[config.mk]
export PLATFORM = sky130hd
export DESIGN_NAME = ascii_hex_accumulator
export DESIGN_NICKNAME = d
export VERILOG_FILES = /design/src/rtl/uart_ascii_pkg.sv /design/src/rtl/ascii_hex_decode.sv /design/src/rtl/ascii_hex_accumulator.sv
export SDC_FILE = /design/constraint.sdc
export NUM_CORES = 1
export LEC_CHECK = 0
export CAP_MARGIN = 20
export CORE_MARGIN = 2
export CORE_UTILIZATION = 49
export CTS_CLUSTER_SIZE = 24
export DETAILED_ROUTE_END_ITERATION = 12
export PLACE_DENSITY = 0.79
export SLEW_MARGIN = 20
export SYNTH_ARGS = -nofsm -noshare
export SYNTH_HDL_FRONTEND = slang
export SYNTH_HIERARCHICAL = 1
export SYNTH_SLANG_ARGS = --single-unit
[constraint.sdc]
create_clock -name clk -period 3.3 [get_ports clk]
set_input_delay 0.495 -clock clk [delete_from_list [all_inputs] [get_ports clk]]
set_output_delay 0.495 -clock clk [all_outputs]
set_load 0.005 [all_outputs]
[src/rtl/uart_ascii_pkg.sv]
// Shared types and constants for the ASCII hex accumulator slice.
//   state_t      : accumulator FSM states (IDLE, ACCUM, HOLD, FLUSH)
//   char_class_t : classification of one received byte (DIGIT, TERM, SKIP, BAD)
//   CHAR_SPACE   : ignored separator character
//   CHAR_CR      : default terminator character
package uart_ascii_pkg;

  typedef enum logic [1:0] {
    IDLE  = 2'd0,
    ACCUM = 2'd1,
    HOLD  = 2'd2,
    FLUSH = 2'd3
  } state_t;

  typedef enum logic [1:0] {
    DIGIT = 2'd0,
    TERM  = 2'd1,
    SKIP  = 2'd2,
    BAD   = 2'd3
  } char_class_t;

  localparam logic [7:0] CHAR_SPACE = 8'h20;
  localparam logic [7:0] CHAR_CR    = 8'h0D;

endpackage

[src/rtl/ascii_hex_decode.sv]
// Combinational byte classifier: maps one ASCII byte to a character class
// and, for hex digits, the 4-bit value.
// Optional feature macro: ASCII_HEX_LOWERCASE_EN (accept 'a'-'f' as digits).
// Ports:
//   data : received ASCII byte
//   cls  : DIGIT, TERM (== TERM_CHAR), SKIP (space) or BAD
//   nib  : digit value, 0 when cls is not DIGIT
module ascii_hex_decode
  import uart_ascii_pkg::*;
#(
  parameter logic [7:0] TERM_CHAR = CHAR_CR
) (
  input  logic [7:0]  data,
  output char_class_t cls,
  output logic [3:0]  nib
);

  // Priority classification: terminator first so TERM_CHAR always ends a word.
  always_comb begin
    cls = BAD;
    nib = 4'h0;
    if (data == TERM_CHAR) begin
      cls = TERM;
    end else if (data == CHAR_SPACE) begin
      cls = SKIP;
    end else if ((data >= 8'h30) && (data <= 8'h39)) begin
      cls = DIGIT;
      nib = data[3:0];
    end else if ((data >= 8'h41) && (data <= 8'h46)) begin
      // 'A' has low nibble 1, so adding 9 yields 4'hA.
      cls = DIGIT;
      nib = data[3:0] + 4'h9;
`ifdef ASCII_HEX_LOWERCASE_EN
    end else if ((data >= 8'h61) && (data <= 8'h66)) begin
      cls = DIGIT;
      nib = data[3:0] + 4'h9;
`endif
    end else begin
      cls = BAD;
      nib = 4'h0;
    end
  end

endmodule

[src/rtl/ascii_hex_accumulator.sv]
// Accumulates up to NUM_DIGITS ASCII hex digits (MSB first) from a UART byte
// stream into one right-aligned word presented on a valid/ready handshake.
// Optional feature macro: ASCII_HEX_LOWERCASE_EN (lowercase hex digits accepted).
// Ports:
//   clk, rst_n  : clock, synchronous active-low reset
//   rx_data     : received byte, qualified by rx_valid
//   rx_ready    : low only while a finished word is held
//   word_out    : accumulated word (qualify with word_valid)
//   word_valid  : finished word available, held until word_ready
//   word_ready  : consumer accept
//   digit_cnt   : digits collected in the current word
//   err         : one-cycle pulse on an invalid character
//   ovr         : one-cycle pulse when a byte arrives while rx_ready is low
module ascii_hex_accumulator
  import uart_ascii_pkg::*;
#(
  parameter int         NUM_DIGITS = 4,
  parameter logic [7:0] TERM_CHAR  = 8'h0D
) (
  input  logic                              clk,
  input  logic                              rst_n,
  input  logic [7:0]                        rx_data,
  input  logic                              rx_valid,
  output logic                              rx_ready,
  output logic [4*NUM_DIGITS-1:0]           word_out,
  output logic                              word_valid,
  input  logic                              word_ready,
  output logic [$clog2(NUM_DIGITS+1)-1:0]   digit_cnt,
  output logic                              err,
  output logic                              ovr
);

  localparam int W  = 4 * NUM_DIGITS;
  localparam int CW = $clog2(NUM_DIGITS + 1);
  localparam logic [CW-1:0] CNT_FULL = CW'(NUM_DIGITS);
  localparam logic [CW-1:0] CNT_ONE  = CW'(1);

  state_t        state_r, state_s;
  logic [W-1:0]  acc_r, acc_s, shifted_s;
  logic [CW-1:0] cnt_r, cnt_s, cnt_inc_s;
  logic          word_valid_r, rx_ready_r, err_r, ovr_r;
  logic          err_s, ovr_s;
  char_class_t   cls_s;
  logic [3:0]    nib_s;

  ascii_hex_decode #(
    .TERM_CHAR (TERM_CHAR)
  ) u_decode (
    .data (rx_data),
    .cls  (cls_s),
    .nib  (nib_s)
  );

  // A single-digit word has nothing to shift out; avoid a negative slice.
  if (NUM_DIGITS == 1) begin : g_shift_one
    assign shifted_s = nib_s;
  end else begin : g_shift_many
    assign shifted_s = {acc_r[W-5:0], nib_s};
  end

  assign cnt_inc_s = cnt_r + CNT_ONE;

  // Next-state, accumulator and pulse logic.
  always_comb begin
    state_s = state_r;
    acc_s   = acc_r;
    cnt_s   = cnt_r;
    err_s   = 1'b0;
    ovr_s   = 1'b0;
    case (state_r)
      IDLE, ACCUM: begin
        if (rx_valid) begin
          case (cls_s)
            DIGIT: begin
              acc_s   = shifted_s;
              cnt_s   = cnt_inc_s;
              state_s = (cnt_inc_s == CNT_FULL) ? HOLD : ACCUM;
            end
            TERM: begin
              // An empty word is never produced from IDLE.
              if (state_r == ACCUM) begin
                state_s = HOLD;
              end else begin
                state_s = IDLE;
              end
            end
            SKIP: begin
              state_s = state_r;
            end
            BAD: begin
              err_s   = 1'b1;
              acc_s   = {W{1'b0}};
              cnt_s   = {CW{1'b0}};
              state_s = FLUSH;
            end
            default: begin
              state_s = state_r;
            end
          endcase
        end else begin
          state_s = state_r;
        end
      end
      HOLD: begin
        // Bytes here are dropped unclassified, so err cannot coincide with ovr.
        if (rx_valid) begin
          ovr_s = 1'b1;
        end else begin
          ovr_s = 1'b0;
        end
        if (word_valid_r && word_ready) begin
          state_s = IDLE;
          acc_s   = {W{1'b0}};
          cnt_s   = {CW{1'b0}};
        end else begin
          state_s = HOLD;
        end
      end
      FLUSH: begin
        if (rx_valid && (cls_s == TERM)) begin
          state_s = IDLE;
        end else begin
          state_s = FLUSH;
        end
      end
      default: begin
        state_s = IDLE;
        acc_s   = {W{1'b0}};
        cnt_s   = {CW{1'b0}};
      end
    endcase
  end

  // State, accumulator and registered outputs.
  always_ff @(posedge clk) begin
    if (!rst_n) begin
      state_r      <= IDLE;
      acc_r        <= {W{1'b0}};
      cnt_r        <= {CW{1'b0}};
      word_valid_r <= 1'b0;
      rx_ready_r   <= 1'b1;
      err_r        <= 1'b0;
      ovr_r        <= 1'b0;
    end else begin
      state_r      <= state_s;
      acc_r        <= acc_s;
      cnt_r        <= cnt_s;
      word_valid_r <= (state_s == HOLD);
      rx_ready_r   <= (state_s != HOLD);
      err_r        <= err_s;
      ovr_r        <= ovr_s;
    end
  end

  assign word_out   = acc_r;
  assign word_valid = word_valid_r;
  assign rx_ready   = rx_ready_r;
  assign digit_cnt  = cnt_r;
  assign err        = err_r;
  assign ovr        = ovr_r;

endmodule

==> impl_metrics.tcl <==
set metrics [dict create \
    hold_class "flop to flop" \
    finalPower_uw 562 \
    syn_nets 177 \
    crit_required_ps 3550 \
    gr-total-overflow 0 \
    holdPathEnd "word_out[15]" \
    dr.pass1.iters 4 \
    cts_setup_buffers 0 \
    r2r_start "digit_cnt[0]" \
    die_width_um 58.3 \
    globalplace.congestion 0.811 \
    cap_violations 0 \
    post-route-drc-count 0 \
    top_level_ports 35 \
    p_int_uw 407 \
    yosys-top-cells-area "dfxtp_1 (35%), ha_1 (7.8%), a21boi_2 (7.0%)" \
    synth_edf_count 0 \
    skew_ps 2.35 \
    synth-seq-cells 25 \
    p_comb_share_pct 20.4 \
    initial_core_util_pct 51.9 \
    area_delta_synth_final_pct 25.2 \
    tritoncts "done" \
    post_cts_resized 0 \
    rrSetupSlack_ps 1730 \
    die_h_um 58.3 \
    htree_levels 1 \
    rsz0062_at_grt "false" \
    drt-total-wl_mm 3.11 \
    core_area_um2 2780 \
    ir_worst_vdd_uv 403 \
    cp_slowest_cell "clkdlybuf4s50_1" \
    ys.flop_type "dfxtp_1" \
    place_area_um2 1780 \
    finalSetupViolCount 0 \
    cts_buffer_depth 2 \
    fin_util_pct 64.9 \
    leakage_nw 0.663 \
    p_clk_share_pct 23.7 \
    critPathMaxFanout 6 \
    rows 19 \
    async_flop_share_pct 0 \
    stdcell_area_um2 1810 \
    pwr-share-seq_pct 55.9 \
    grt_max_degree 26 \
    avgSynthCellArea_um2 9.25 \
    final_nets 210 \
    tightest_slew_ps 740 \
    clock.fmax_mhz 332 \
    relSlewSlack_pct 50.5 \
    end_kind "flop" \
    whs_ps 469 \
    clk_latency_ps 320 \
    numCtsBuffers 3 \
    status "completed" \
    dp_hpwl_mm 2.35 \
    root_buffer "clkbuf_4" \
    arrival_ps 3260 \
    yosysMostFrequentCell "dfxtp_1" \
    ys_top_cells_by_count "dfxtp_1 (25), nand2_1 (23), nand3_1 (19)" \
    hp-start "word_out[15]" \
    switching_share_pct 27.6 \
    clock_sinks 25 \
    grt_usage_pct 20.1 \
    hold_viol 0 \
    antenna_cells 0 \
    finalMaxSlewViolations 0 \
    rr_worst_depth 5 \
    seq_area_frac_synth_pct 34.7 \
    ys_warn_count 6 \
    startpoint_type "input port" \
    min_period_over_period_pct 91.1 \
    synth_largest_area_cell "dfxtp_1" \
    cpPeakStageDelay_ps 560 \
    numPortBuffers 34 \
    yosysUniqueCellTypes 43 \
    crit_start "rx_data[0]" \
    via_per_inst 5.66 \
    hold_buffers 0 \
    die-area_um2 3390 \
    powerDensity_nw_per_um2 311 \
    critPathBufInv 3 \
    grt_first_pass_wirelength_mm 5.32 \
    syn-instance-count 156 \
    switching_power_uw 155 \
    postRouteAntennaNets 0 \
    grt_pass1_vias 1227 \
    critical-path-top-delay-family "compound AO/OA/AOI/OAI gates" \
    final_layout_size_suffix_gt1_share_pct 14.4 \
    clk_pin_slew_ps 130 \
    synth_top_area_share_pct 34.7 \
    period_needed_ps 3010 \
    wl_per_cell_um 14.2 \
    rr_endpoint "word_valid" \
    whs_path_depth 2 \
    synth.cell_area_um2 1440 \
    worstPathCellList "clkdlybuf4s50_1, inv_1, ha_1, o21bai_1, a21oi_1, nand2b_1, a21oi_1, inv_1, ha_1, nor4b_1, o21ai_0, a31oi_1" \
    drt_iter0_markers 55 \
    antenna_found_initial 0 \
    path_class "input port to flop" \
    vias 1239 \
]
==> layout by cell type, fill, tap and decap left out, types with 2 or more instances in the layout <==
master	instances
nor3b_1	2
o21ai_0	5
nand2b_1	2
a31oi_1	2
nor2b_1	3
dfxtp_1	25
nand3_1	19
a21boi_2	9
and3_1	2
or3_1	2
nand2_1	23
nand3_2	2
clkdlybuf4s50_1	34
ha_1	9
clkbuf_4	3
nor2_1	3
a21oi_1	4
a21boi_0	7
nand2b_4	2
inv_1	6
==> registers in the layout (all words and copies together), names as in the netlist <==
signal	count
digit_cnt	3
err	1
ovr	1
rx_ready	1
state_r	2
word_out	16
word_valid	1
==> worst min-delay path: cells and delay by family (launching register included) <==
family	cells	cell delay, ps
AO/OA/AOI/OAI	1	50
flip-flops	1	330
AND/OR/NAND/NOR	1	50
==> per-stage QoR <==
stage,setup TNS (ps),std cells,worst slack (ps)
2_1_floorplan,0,156,819
3_3_place_gp,0,215,98.1
3_5_place_dp,-122,215,-46.1
4_1_cts,0,219,278
5_1_grt,0,219,27.1
6_report,0,219,292
==> metal layers <==
| layer | GRT usage, % | routed length [um] |
|---|---|---|
| met1 | 23.1 | 1250 |
| met2 | 35.8 | 1650 |
| met3 | 5.80 | 150 |
| met4 | 6.31 | 46 |
| met5 | 0 | 0 |
==> area by class of cell <==
| type | instances | area, um2 |
|---|---|---|
| clock buffer | 3 | 22.5 |
| clock inverter | 1 | 5.00 |
| fill | 242 | 976 |
| inverter | 6 | 22.5 |
| multi-input combinational | 117 | 848 |
| sequential | 25 | 500 |
| tap | 31 | 38.8 |
| timing repair buffer | 36 | 368 |
==> cell families (layout without fill, tap and decap cells) <==
logic type                 count (synthesis)  after routing  share of synthesized area (%)
buffers and inverters                     14             46                           6.50
and+or+nand+nor                           69             69                           27.4
DFF                                       25             25                           34.7
AOI/OAI and AO/OA                         38             38                           23.0
adders and majority gates                  9              9                           7.81
xor gates and xnor gates                   1              1                          0.607
==> how the worst max path moves through the flow <==
stage / endpoint / cells after the start / slack, ps
2_1_floorplan: digit_cnt[1] / 13 / 820
6_report: digit_cnt[2] / 12 / 290
5_1_grt: word_out[10] / 12 / 30
4_1_cts: word_out[10] / 12 / 280
3_5_place_dp: word_out[10] / 12 / -50
3_3_place_gp: digit_cnt[2] / 12 / 100
==> power groups by stage <==
stage                     clock network (mW)  logic, mW  registers, mW
after CTS                              0.139      0.115          0.314
after global routing                   0.150      0.125          0.315
after global placement                     0      0.111          0.321
after floorplan                            0     0.0789          0.320
after detailed placement                   0      0.115          0.321
final                                  0.133      0.115          0.314
Note: power is estimated with default switching activity, not from simulation.
